### config.mk
export PLATFORM = sky130hd
export DESIGN_NAME = traffic_phase_timer
export DESIGN_NICKNAME = d
export VERILOG_FILES = /design/src/rtl/traffic_phase_timer_pkg.sv /design/src/rtl/traffic_phase_timer_dwell.sv /design/src/rtl/traffic_phase_timer.sv
export SDC_FILE = /design/constraint.sdc
export NUM_CORES = 1
export LEC_CHECK = 0
export ABC_CLOCK_PERIOD_IN_PS = 3300
export BUFFER_PORTS_ARGS = -buffer_cell sky130_fd_sc_hd__buf_2
export CAP_MARGIN = 20
export CORE_UTILIZATION = 45
export CTS_BUF_LIST = sky130_fd_sc_hd__clkbuf_4
export DETAILED_ROUTE_END_ITERATION = 8
export GPL_TIMING_DRIVEN = 0
export PLACE_DENSITY = 0.7
export SETUP_SLACK_MARGIN = 0.02
export SYNTH_ARGS = -nofsm -noshare
export SYNTH_HDL_FRONTEND = slang
export SYNTH_SLANG_ARGS = --single-unit
### constraint.sdc
create_clock -name Clock -period 3.3 [get_ports Clock]
set_input_delay 0.33 -clock Clock [delete_from_list [all_inputs] [get_ports Clock]]
set_output_delay 0.33 -clock Clock [all_outputs]
set_load 0.01 [all_outputs]
### src/rtl/traffic_phase_timer_pkg.sv
// Shared phase encodings and lamp constants for the traffic-light pacing timer and sequencer.
// Phase order RED -> GREEN -> YELLOW matches the sequencer's S0 -> S1 -> S2.
package traffic_phase_timer_pkg;

    typedef enum logic [1:0] {
        PH_RED    = 2'd0,
        PH_GREEN  = 2'd1,
        PH_YELLOW = 2'd2
    } phase_t;

    // One-hot lamp drive, bit order {R, G, B}
    localparam logic [2:0] RGB_RED   = 3'b100;
    localparam logic [2:0] RGB_GREEN = 3'b010;
    localparam logic [2:0] RGB_BLUE  = 3'b001;

    function automatic phase_t next_phase(input phase_t p);
        case (p)
            PH_RED:   next_phase = PH_GREEN;
            PH_GREEN: next_phase = PH_YELLOW;
            default:  next_phase = PH_RED;
        endcase
    endfunction

endpackage

### src/rtl/traffic_phase_timer_dwell.sv
// phase_dwell_counter: loadable down-counter that holds at zero; load beats decrement.
// tc_o flags a zero count so the owner can act on the next enabled tick.
module phase_dwell_counter #(
    parameter int               CNT_W   = 8,
    parameter logic [CNT_W-1:0] RST_VAL = '0
) (
    input  logic             clk_i,
    input  logic             rst_i,
    input  logic             en_i,
    input  logic             load_i,
    input  logic [CNT_W-1:0] load_val_i,
    output logic [CNT_W-1:0] count_o,
    output logic             tc_o
);

    logic [CNT_W-1:0] count_q, count_d;

    always_comb begin
        count_d = count_q;
        if (load_i)
            count_d = load_val_i;
        else if (en_i && count_q != '0)
            count_d = count_q - 1'b1;
    end

    always_ff @(posedge clk_i) begin
        if (rst_i) count_q <= RST_VAL;
        else       count_q <= count_d;
    end

    assign count_o = count_q;
    assign tc_o    = (count_q == '0);

endmodule

### src/rtl/traffic_phase_timer.sv
// Phase pacing timer: counts per-phase dwell and strobes Advance when a phase expires.
// Define PED_REQUEST_EN to enable pedestrian latching and GREEN truncation.
module traffic_phase_timer
    import traffic_phase_timer_pkg::*;
#(
    parameter int CNT_W        = 8,
    parameter int RED_TICKS    = 10,
    parameter int GREEN_TICKS  = 8,
    parameter int YELLOW_TICKS = 3,
    parameter int MIN_GREEN    = 2
) (
    input  logic             Clock,
    input  logic             Reset,
    input  logic             Enable,
    input  logic             Ped_Req,
    output logic             Advance,
    output logic [1:0]       Phase,
    output logic [CNT_W-1:0] Remaining,
    output logic             Ped_Pending
);

    localparam logic [CNT_W-1:0] RED_M1    = CNT_W'(RED_TICKS - 1);
    localparam logic [CNT_W-1:0] GREEN_M1  = CNT_W'(GREEN_TICKS - 1);
    localparam logic [CNT_W-1:0] YELLOW_M1 = CNT_W'(YELLOW_TICKS - 1);
    localparam logic [CNT_W-1:0] MIN_M1    = CNT_W'(MIN_GREEN - 1);

    phase_t           phase_q, phase_d;
    logic             adv_q, adv_d;
    logic             ped_q, ped_d;
    logic             ld;
    logic [CNT_W-1:0] ld_val;
    logic [CNT_W-1:0] cnt;
    logic             tc;
    logic             ped_now;

`ifdef PED_REQUEST_EN
    assign ped_now = ped_q | Ped_Req;
`else
    logic unused_ped_req;
    assign unused_ped_req = Ped_Req;
    assign ped_now        = 1'b0;
`endif

    always_comb begin
        phase_d = phase_q;
        adv_d   = 1'b0;
        ld      = 1'b0;
        ld_val  = RED_M1;
        ped_d   = ped_now;
        case (phase_q)
            PH_RED, PH_GREEN, PH_YELLOW: begin
                if (Enable && tc) begin
                    phase_d = next_phase(phase_q);
                    adv_d   = 1'b1;
                    ld      = 1'b1;
                    case (phase_q)
                        // a request already pending shortens GREEN from its very first tick
                        PH_RED:   ld_val = ped_now ? MIN_M1 : GREEN_M1;
                        PH_GREEN: ld_val = YELLOW_M1;
                        default: begin
                            ld_val = RED_M1;
`ifdef PED_REQUEST_EN
                            ped_d  = Ped_Req;
`endif
                        end
                    endcase
                end else if (phase_q == PH_GREEN && ped_now && cnt > MIN_M1) begin
                    ld     = 1'b1;
                    ld_val = MIN_M1;
                end
            end
            default: begin
                // unreachable encoding: force RED and strobe so the sequencer resyncs
                phase_d = PH_RED;
                adv_d   = 1'b1;
                ld      = 1'b1;
                ld_val  = RED_M1;
            end
        endcase
    end

    always_ff @(posedge Clock) begin
        if (Reset) begin
            phase_q <= PH_RED;
            adv_q   <= 1'b0;
            ped_q   <= 1'b0;
        end else begin
            phase_q <= phase_d;
            adv_q   <= adv_d;
            ped_q   <= ped_d;
        end
    end

    phase_dwell_counter #(
        .CNT_W   (CNT_W),
        .RST_VAL (RED_M1)
    ) u_dwell (
        .clk_i      (Clock),
        .rst_i      (Reset),
        .en_i       (Enable),
        .load_i     (ld),
        .load_val_i (ld_val),
        .count_o    (cnt),
        .tc_o       (tc)
    );

    assign Advance     = adv_q;
    assign Phase       = phase_q;
    assign Remaining   = cnt;
    assign Ped_Pending = ped_q;

endmodule

After elaboration in Yosys (flattened, before gate mapping)
Index checks and enable logic that the tools add are counted.
- memories kept: 0
- register bits after elaboration: 11
- word-level logic and storage cells: 23
- bits in read-only memories: 0
- output and inout port bits: 12
- bits of input ports: 4
- bits in writable memories: 0
- latch bits: 0
- equality and inequality tests: 2
- $mul: 0
- muxes and demuxes: 8
- add/subtract/negate cells: 1
- order comparisons: 0
- divide/modulo/power cells: 0
- reduce and logical (&&, ||, !) cells: 8
- shift operators: 0
- bitwise logic cells: 1
- operators by type and width (operator ; number):
    2-to-1 mux 8 bit ; 4
    zero test 8 bit ; 1
    one-hot mux 4 bit (2 select lines) ; 1
    nonzero test 8 bit ; 1
    subtractor 8 x 1 -> 8 bit, second input constant ; 1
    one-hot mux 2 bit (2 select lines) ; 1
    OR reduction 3 bit ; 1
    == test 2 x 1 -> 1 bit, second input constant ; 1
    == test 2 bit, second input constant ; 1
    logical AND 1 bit ; 2
    zero test 2 bit ; 1
    2-to-1 mux 1 bit ; 2
    nonzero test 2 bit ; 1
    OR reduction 2 bit ; 1
    inverter 1 bit ; 1

Logic depth before layout (Yosys ltp)
Gate-level depths: netlist of run 1.
- depth in word-level cells: 5
- depth in mapped cells: 7
- depth with buffers taken out: 6

By module
From an unflattened synthesis of run 1, not the netlist that was laid out.
- cell total of the unflattened synthesis: 85
- area, all modules: 718.2 µm²
- modules (own cells, without submodules) (module ; area each (µm²) ; cells an instance ; seq. area each (µm²) ; instances):
    phase_dwell_counter ; 576.8 ; 68 ; 160.2 ; 1
    traffic_phase_timer ; 141.4 ; 17 ; 60.1 ; 1

Worst setup path before layout of run 1
OpenSTA, ideal clock, no wires.
- path type: reg2reg
- start: register u_dwell.count_q[2], in the netlist u_dwell.count_o[2]
- end: register u_dwell.count_q[0], in the netlist u_dwell.count_o[0]
- data required time: 3216 ps
- period minus slack after synthesis: 1882 ps
- arrival time: 1797 ps
- cell stages (with the launch flop): 6
- setup slack: 1418 ps
- setup time: 84 ps
- buffers on the path: 1
- cells stage by stage: dfxtp_1 or4_4 or3_1 clkbuf_2 and3_4 o31ai_2
- word-level cells in the longest chain between the ends: 5
- elaborated cells on any way between the ends: 10
- classes of those cells: mux (5); reduce/logical (5)
- RTL lines (what ; line ; text):
    from (decl) ; traffic_phase_timer_dwell.sv:16 ; logic [CNT_W-1:0] count_q, count_d;
    from (signal assigned) ; traffic_phase_timer_dwell.sv:28 ; else count_q <= count_d;
    zero test 8 bit ; traffic_phase_timer_dwell.sv:32 ; assign tc_o = (count_q == '0);
    logical AND 1 bit ; traffic_phase_timer.sv:52 ; if (Enable && tc) begin
    2-to-1 mux 8 bit or 2-to-1 mux 1 bit (tied branches) ; traffic_phase_timer.sv:52 ;
    2-to-1 mux 8 bit or 2-to-1 mux 1 bit (tied branches) ; -- ;
    2-to-1 mux 8 bit or nonzero test 2 bit (tied branches) ; -- ;
Several ways; a longest one is shown, not always the timed one.
A chain may end at the register's enable or synchronous reset.

Worst setup path in the final report of run 1
- start: register u_dwell.count_q[3], in the netlist u_dwell.count_o[3]
- end: register u_dwell.count_q[0], in the netlist u_dwell.count_o[0]
The elaborated chain is that of the path after synthesis.

==> results.md, run 1 <==
* Die X at roughly 39 µm
* Final period util at 0.596
* Endpoints failing setup at 0
* Fraction of layout cells with a size suffix above 1 at 0.300
* Post-synth top flop: dfxtp_1
* Critical Path Source Type: register
* # fillers at roughly 120
* Ys async rst share at 0
* Die Y at 39.1 µm
* Largest delay share family, worst path: simple AND/OR/NAND/NOR gates
* Clock Path Buffers at 2
* Row cnt at 12
* Critical path class: reg -> reg
* Antenna violations before repair at 0
* Synth top area share at 0.356
* Clock transition at path regs at roughly 0.07 ns
* HPWL after detailed placement at ~930 µm
* Worst path cell trace: or4_4, or3_1, clkbuf_2, and3_4, o31ai_2
* Unique masters post-synth at 34
* Register area share after synthesis at 0.356
* Sw power at approximately 0.075 mW
* Die area at between 1500 and 2000 µm²
* Multiplexer share of the synthesized area at 0.0324
* Worst skew pair latency at 0.26 ns
* Worst path bufs/invs at 1
* Post-CTS Setup Inserts at 0
* Post-layout util at 0.616
* Overall Global Routing Usage at 0.200
* Total CTS buffers at 3
* # diodes at 0
* CTS tree: yes
* Largest net degree at the start of global routing at 11
* Setup Skew at between 0.003 and 0.004 ns
* Leading area contributor after synthesis: dfxtp_1
* Slew Viols, Final at 0
* Post-Synth XOR/XNOR Area at 0.0283
* Comb pwr share at 0.156
* Synth Area in Compound Gates at 0.152
* H-tree depth at 1
* IO Count at 16
* Seq pwr share at 0.508
* # hold bufs at CTS at 0
* Post-Synthesis Cell Area at a little over 600 µm²
* Pwr dens at around 400 nW/µm²
* Post-DRT Antenna Nets at 0
* Adder-cell share of the synthesized area at 0.0405
* RSZ-0062 raised after global routing: false
* Syn nets at slightly below 80
* Via count at around 600
* GPL Wtd Cong at roughly 0.8
* Worst path max stage delay at about 0.58 ns
* P_leak at approximately 0.3 nW
* Worst vdd ir at about 0.00025 V
* # clock sinks at 11
* Status: finished, final reports clean
* Switching Share at 0.258
* Synth cell count leaders: dfxtp_1 (11), a21oi_1 (7), nor3_1 (7)
* # DRC at 0
* Period minus WS final at 1.97 ns
* Via density at 5.70
* Worst hold path type: in -> reg
* Cts repair resizes at 0
* Root Buffer: clkbuf_4
* Final Hold Viols at 0
* Starting Density at 0.521
* Post-synthesis register bit count at 11
* EDFF count, synth at 0
* Top post-synthesis cells by area: dfxtp_1 (36%), a21oi_1 (5.7%), nor3_1 (5.7%)
* Synthesis Warnings at 0
* Fin nets at 97
* CP Capture Type: register
* Setup_tns at 0 ns
* First-pass GRT wire length at between 2000 and 2500 µm
* Worst-path fanout max at 8
* Clock power share at 0.336
* Area grow syn2layout at 18.2%
* Internal at around 0.21 mW
* IO buf count at 13
* DRT Pass-1 Iters at 4
* GRT Residual Overflow at 0
* 1st-iter DRT viols at 14
* Achievable Freq at ~510 MHz
* Most frequent cell after synthesis: dfxtp_1
* Post-synthesis simple-gate area fraction at 0.334
* Mean Syn Cell Area at ~8.5 µm²
* DR WL/cell at 12.0 µm
* Syn Inst Count at 73
* Largest family of logic cells by synthesized area: simple AND/OR/NAND/NOR gates
* Arrival @ worst endpoint at between 2 and 2.5 ns
* Slowest cell on the critical path: or4_4
* Max-Cap Viols at 0
* Vias in the first global route at between 400 and 500
* Core area at roughly 1200 µm²
* WP data required at roughly 3.5 ns
* Final wirelength at around 1300 µm
==> sequential cells by signal (all words and copies together), names as in the netlist <==
| name | cells |
|---|---|
| u_dwell.count_o | 8 |
| Advance | 1 |
| Phase | 2 |
==> stage by stage <==
step           instances  power (mW)  hold slack (ns)  setup slack (ns)  area [µm²]
2_1_floorplan         73       0.180            0.399              1.42         618
3_3_place_gp         100       0.194            0.515              1.35         701
3_5_place_dp         100       0.194            0.526              1.35         701
4_1_cts              104       0.292            0.305              1.33         731
5_1_grt              104       0.305            0.316              1.27         731
6_report             104       0.289            0.316              1.33         731
==> per-layer routing <==
| layer | global-route usage | share of wire | up-vias |
|---|---|---|---|
| met3 | 0.0867 | 0.078 | 0 |
| met4 | 0.0517 | 0 | 0 |
| met1 | 0.274 | 0.48 | 268 |
| met2 | 0.279 | 0.44 | 25 |
| li1 | - | - | 300 |
| met5 | 0 | 0 | - |
==> cells by family (layout without fill, tap and decap cells) <==
family	count (synthesis)	in the layout
other	1	1
AO/OA/AOI/OAI	14	14
multiplexers	2	2
adder cells (fa/ha/maj)	2	2
AND/OR/NAND/NOR	34	34
flip-flops	11	11
XOR/XNOR	2	2
buffers and inverters	7	24
==> power by group through the flow <==
stage / registers, mW / clock network, mW / logic [mW]
floorplan: 0.150 / 0 / 0.0303
global placement: 0.149 / 0 / 0.0443
detailed placement: 0.150 / 0 / 0.0447
CTS: 0.147 / 0.101 / 0.0448
global route: 0.148 / 0.106 / 0.0509
finish: 0.147 / 0.0969 / 0.0451
==> area by class of cell <==
cell class                      count  area, µm²  share of cell area
Buffer                              4       20.0              0.0274
Clock buffer                        4       30.0              0.0411
Timing Repair Buffer               13       65.1              0.0890
Tap cell                           14       17.5              0.0240
Inverter                            3       11.3              0.0154
Multi-Input combinational cell     55        367               0.502
Sequential cell                    11        220               0.301
==> final timing paths <==
kind | cells after the start | slack, ns | start | end
max | 5 | 1.33 | u_dwell.count_o[3] | u_dwell.count_o[0]
min | 2 | 0.32 | Reset | Phase[1]
max reg2reg | 5 | 1.33 | u_dwell.count_o[3] | u_dwell.count_o[0]
min reg2reg | 2 | 0.54 | u_dwell.count_o[7] | u_dwell.count_o[7]
==> cell usage in the layout (no fill, tap or decap), types with 2 or more instances in the layout <==
cell	netlist	final
a21oi_1	7	7
and3_1	3	3
buf_2	0	13
clkbuf_1	2	2
clkbuf_4	0	4
dfxtp_1	11	11
ha_1	2	2
inv_1	3	3
mux2i_1	2	2
nand2_1	3	3
nand3b_1	3	3
nor2_1	6	6
nor3_1	7	7
or3_1	2	2
Power figures use the tool's default switching activity.
==> run 2, diff against run 1 <==
--- a/config.mk
+++ b/config.mk
@@ -5,14 +5,14 @@
 export SDC_FILE = /design/constraint.sdc
 export NUM_CORES = 1
 export LEC_CHECK = 0
-export ABC_CLOCK_PERIOD_IN_PS = 3300
+export ABC_CLOCK_PERIOD_IN_PS = 1640
 export BUFFER_PORTS_ARGS = -buffer_cell sky130_fd_sc_hd__buf_2
 export CAP_MARGIN = 20
 export CORE_UTILIZATION = 45
 export CTS_BUF_LIST = sky130_fd_sc_hd__clkbuf_4
 export DETAILED_ROUTE_END_ITERATION = 8
 export GPL_TIMING_DRIVEN = 0
-export PLACE_DENSITY = 0.7
+export PLACE_DENSITY = 0.72
 export SETUP_SLACK_MARGIN = 0.02
 export SYNTH_ARGS = -nofsm -noshare
 export SYNTH_HDL_FRONTEND = slang
==> constraint.sdc (replaced) <==
create_clock -name Clock -period 1.64 [get_ports Clock]
set_input_delay 0.164 -clock Clock [delete_from_list [all_inputs] [get_ports Clock]]
set_output_delay 0.164 -clock Clock [all_outputs]
set_load 0.01 [all_outputs]
==> results.md, run 2 (synthesis gave the netlist of run 1 again) <==
* Status: finished, violations left
* Failing checks: negative setup slack
* Core area at between 1000 and 1500 µm²
* DRT Pass-1 Iters at 4
* CTS tree: yes
* Clock Path Buffers at 2
* Root Buffer: clkbuf_4
* Post-Place Cells at 100
* Via density at between 5 and 6
* Total Power at approximately 0.64 mW
* HPWL after detailed placement at 931 µm
* RSZ-0062 raised after global routing: true
* # diodes at 0
* P_leak at between 0.3 and 0.4 nW
* Global Route met2 Usage at 0.333
* Starting Density at 0.521
* Most frequent cells in the layout: buf_2 (13), buf_4 (12), dfxtp_1 (6), a21oi_1 (6), nor2_1 (6)
* Final Hold Slack at between 0.1 and 0.15 ns
* IO Count at 16
* Final wirelength at 1590 µm
* Most common cell after layout, fill and taps aside: buf_2
* WP data required at about 1.8 ns
* Least-Margin Pin Slew at a little under 0.6 ns
* Pre-CTS setup slack at -0.174 ns
* Endpoints failing setup at 9
* Fin nets at 108
* Overall Global Routing Usage at 0.232
* Clock transition at path regs at around 0.07 ns
* IO buf count at 13
* Worst-path fanout max at 5
* Die Y at 39.1 µm
* CP Capture Type: register
* GRT Residual Overflow at 0
* Final WS setup at -0.131 ns
* Slew Viols, Final at 0
* Critical path class: reg -> reg
* Worst vdd ir at ~0.00044 V
* Slowest cell on the critical path: or4_4
* Largest net degree at the start of global routing at 11
* Via count at 656
* Arrival @ worst endpoint at 1.96 ns
* Post-DRT Antenna Nets at 0
* # clock sinks at 11
* Placed Area at slightly above 700 µm²
* Most Used Layer, Global Route: met2
* Area grow syn2layout at 46.6%
* GPL Wtd Cong at roughly 0.83
* Final Hold Viols at 0
* Fraction of layout cells with a size suffix above 1 at 0.525
* Worst hold path type: in -> reg
* H-tree depth at 1
* # hold bufs at CTS at 0
* # DRC at 0
* Period minus WS final at around 1.8 ns
* Slew margin rel. at 0.606
* 1st-iter DRT viols at 30
* Worst skew pair latency at around 0.27 ns
* Met3 usage at 0.0347
* # fillers at between 80 and 90
* Achievable Freq at ~560 MHz
* Die area at approximately 1500 µm²
* Worst path max stage delay at 0.52 ns
* Die X at between 30 and 40 µm
* First-pass GRT wire length at about 2300 µm
* Critical Path Source Type: register
* Total CTS buffers at 3
* Max reg flops at 8
* Setup Skew at approximately 0.0011 ns
* Pwr dens at approximately 700 nW/µm²
* Antenna violations before repair at 0
* Vias in the first global route at between 500 and 600
* Met1 Track Usage GR at 0.314
* Non-Filler Instances at around 120
* DR WL/cell at 13.9 µm
* Row cnt at 12
* Max-Cap Viols at 0
* Final Cell Area at 906 µm²
* Final period util at 1.08
* Worst path cell trace: or4_4, or3_1, clkbuf_8, and3_4, o31ai_2
## run 2: cell count changes in the layout (fill, tap and decap cells not counted), sizes merged
cell  before  now
buf       14   25
## run 2: per-layer routing
metal	vias up	part of all wire
met1	302	0.46
met4	0	0.011
met2	28	0.47
met5	-	0
met3	4	0.053
li1	322	-
## run 2: report_power, final
group          internal [mW]  switching, mW
clock network          0.111         0.0945
registers              0.279         0.0165
logic                 0.0660         0.0710
total                  0.455          0.182
## run 2: final cells by class
class                      instances  area (µm²)  share of cell area
inverter                           3        13.8              0.0152
tap                               14        17.5              0.0193
buffer                             4        28.8              0.0318
clock buffer                       4        30.0              0.0331
sequential                        11         231               0.256
timing repair buffer              24         148               0.163
multi-input combinational         55         437               0.482
## run 2: what timing repair did
action	4_1_cts	5_1_grt
setup endpoints to repair	6	9
setup buffers	3	8
pin swaps	3	5
gates resized for setup	6	14
## run 2: critical path: cells and delay by family, from the launching register on
family	cells	cell delay (ns)
and+or+nand+nor	3	1.02
AOI/OAI and AO/OA	1	0.15
DFF	1	0.35
buffers and inverters	1	0.16
## run 2: per-stage QoR
step                TNS (ns)  utilization
floorplan             -0.140            -
global placement      -0.530        0.596
detailed placement    -0.512        0.596
CTS                   -0.512        0.665
global route           -1.06        0.764
finish                -0.622        0.764
## run 2: path summary, 6_finish.rpt
kind         slack [ns]  depth (start not counted)               start                 end
max               -0.13                          5  u_dwell.count_o[3]  u_dwell.count_o[0]
min                0.14                          2               Reset             Advance
max reg2reg       -0.13                          5  u_dwell.count_o[3]  u_dwell.count_o[0]
min reg2reg        0.54                          2  u_dwell.count_o[7]  u_dwell.count_o[7]
==> run 3, diff against run 2 <==
--- a/config.mk
+++ b/config.mk
@@ -12,7 +12,7 @@
 export CTS_BUF_LIST = sky130_fd_sc_hd__clkbuf_4
 export DETAILED_ROUTE_END_ITERATION = 8
 export GPL_TIMING_DRIVEN = 0
-export PLACE_DENSITY = 0.72
+export PLACE_DENSITY = 0.68
 export SETUP_SLACK_MARGIN = 0.02
 export SYNTH_ARGS = -nofsm -noshare
 export SYNTH_HDL_FRONTEND = slang
==> results.md, run 3 (synthesis gave the netlist of run 1 again) <==
* Row cnt at 12
* Vias in the first global route at about 550
* Overall Global Routing Usage at 0.242
* Final Cell Area at 932 µm²
* Failing checks: negative setup slack
* Placed Area at roughly 710 µm²
* Via density at between 5 and 6
* Endpoints failing setup at 10
* Pre-CTS setup slack at -0.183 ns
* First-pass GRT wire length at between 2000 and 2500 µm
* IO Count at 16
* P_leak at roughly 0.40 nW
* Slowest cell on the critical path: or4_4
* Setup Skew at 0.00199 ns
* Post-DRT Antenna Nets at 0
* Worst-path fanout max at 4
* CTS tree: yes
* H-tree depth at 1
* DR WL/cell at about 15 µm
* Antenna violations before repair at 0
* GRT Residual Overflow at 0
* Max-Cap Viols at 0
* Final Hold Slack at roughly 0.12 ns
* Final Hold Viols at 0
* Critical Path Source Type: register
* # fillers at 86
* Status: finished, violations left
* Core area at between 1000 and 1500 µm²
* Final period util at 1.11
* Die X at between 30 and 40 µm
* Largest net degree at the start of global routing at 11
* CP Capture Type: register
* 1st-iter DRT viols at 29
* Area grow syn2layout at 50.8%
* Total CTS buffers at 3
* Fin nets at roughly 110
* Clock transition at path regs at approximately 0.08 ns
* Max reg flops at 8
* RSZ-0062 raised after global routing: true
* # hold bufs at CTS at 0
* Worst path cell trace: or4_4, buf_4, buf_6, nor4_2, nand2_1, a21oi_1
* R2R setup slack at -0.19 ns
* Least-Margin Pin Slew at between 0.5 and 0.6 ns
* Most frequent cells in the layout: buf_4 (16), buf_2 (13), dfxtp_1 (6), a21oi_1 (6), nor2_1 (6)
* Arrival @ worst endpoint at about 2.0 ns
* Most common cell after layout, fill and taps aside: buf_4
* Fraction of layout cells with a size suffix above 1 at 0.533
* Final WS setup at -0.187 ns
* Achievable Freq at between 500 and 600 MHz
* Worst path max stage delay at approximately 0.55 ns
* GPL Wtd Cong at ~0.84
* Worst skew pair latency at about 0.27 ns
* Slew margin rel. at 0.603
* Critical path class: reg -> reg
* Starting Density at 0.521
* # clock sinks at 11
* Via count at between 600 and 700
* Die area at between 1500 and 2000 µm²
* Non-Filler Instances at approximately 120
* Pwr dens at around 700 nW/µm²
* HPWL after detailed placement at about 950 µm
* Post-Place Cells at 100
* # DRC at 0
* WP data required at 1.84 ns
* Final wirelength at around 1900 µm
* Die Y at roughly 39 µm
* Largest delay share family, worst path: simple AND/OR/NAND/NOR gates
* Root Buffer: clkbuf_4
* IO buf count at 13
* Worst vdd ir at 0.000458 V
* Worst hold path type: in -> reg
* Period minus WS final at between 1.5 and 2 ns
* Worst path bufs/invs at 2
* Clock Path Buffers at 2
* DRT Pass-1 Iters at 4
* Slew Viols, Final at 0
* # diodes at 0
run 3: cell types whose count changed in the layout (fill, tap and decap cells not counted), sizes merged:
| cell | delta |
|---|---|
| buf | +6 |
run 3: metrics by stage:
| stage | utilization | setup TNS, ns | power, mW |
|---|---|---|---|
| after floorplan | - | -0.140 | 0.364 |
| after global placement | 0.596 | -0.578 | 0.390 |
| after detailed placement | 0.596 | -0.590 | 0.392 |
| after CTS | 0.666 | -0.637 | 0.611 |
| after global routing | 0.786 | -1.39 | 0.678 |
| final | 0.786 | -0.964 | 0.654 |
run 3: path summary, 6_finish.rpt:
check | startpoint | to | cells after the start
setup / recovery | u_dwell.count_o[5] | Phase[1] | 6
hold / removal | Reset | Advance | 2
setup reg to reg | u_dwell.count_o[5] | Phase[1] | 6
hold reg to reg | u_dwell.count_o[7] | u_dwell.count_o[7] | 2
run 3: timing repair:
item	4_1_cts	5_1_grt
endpoints found under the setup margin	7	10
resized for setup	5	13
pin swaps	4	6
buffers inserted	4	13
cloned	0	0
run 3: where the power goes:
group / total, mW / switching (mW) / internal, mW
sequential: 0.292 / 0.0133 / 0.279
clock: 0.209 / 0.0978 / 0.111
combinational: 0.154 / 0.0770 / 0.0766
total: 0.654 / 0.188 / 0.466
run 3: cell type report:
class,count,area (µm²),share of cell area
buffer,4,28.8,0.0309
clock buffer,4,30.0,0.0322
inverter,3,11.3,0.0121
multi-input combinational,55,413,0.443
sequential,11,231,0.248
tap,14,17.5,0.0188
timing repair buffer,30,200,0.215
run 3: per-layer routing:
| metal | part of all wire | wire (µm) | track usage | up-vias |
|---|---|---|---|---|
| met3 | 0.059 | 110 | 0.0347 | 6 |
| met2 | 0.48 | 904 | 0.388 | 30 |
| met5 | 0 | 0 | 0 | - |
| met1 | 0.44 | 833 | 0.298 | 319 |
| li1 | - | - | - | 328 |
| met4 | 0.014 | 26 | 0.155 | 0 |
run 3: worst reg2reg max path, delay by kind of cell, from the launching register on:
kind,cells,cell delay [ns]
buffers and inverters,2,0.29
DFF,1,0.34
AOI/OAI and AO/OA,1,0.15
and+or+nand+nor,3,0.99
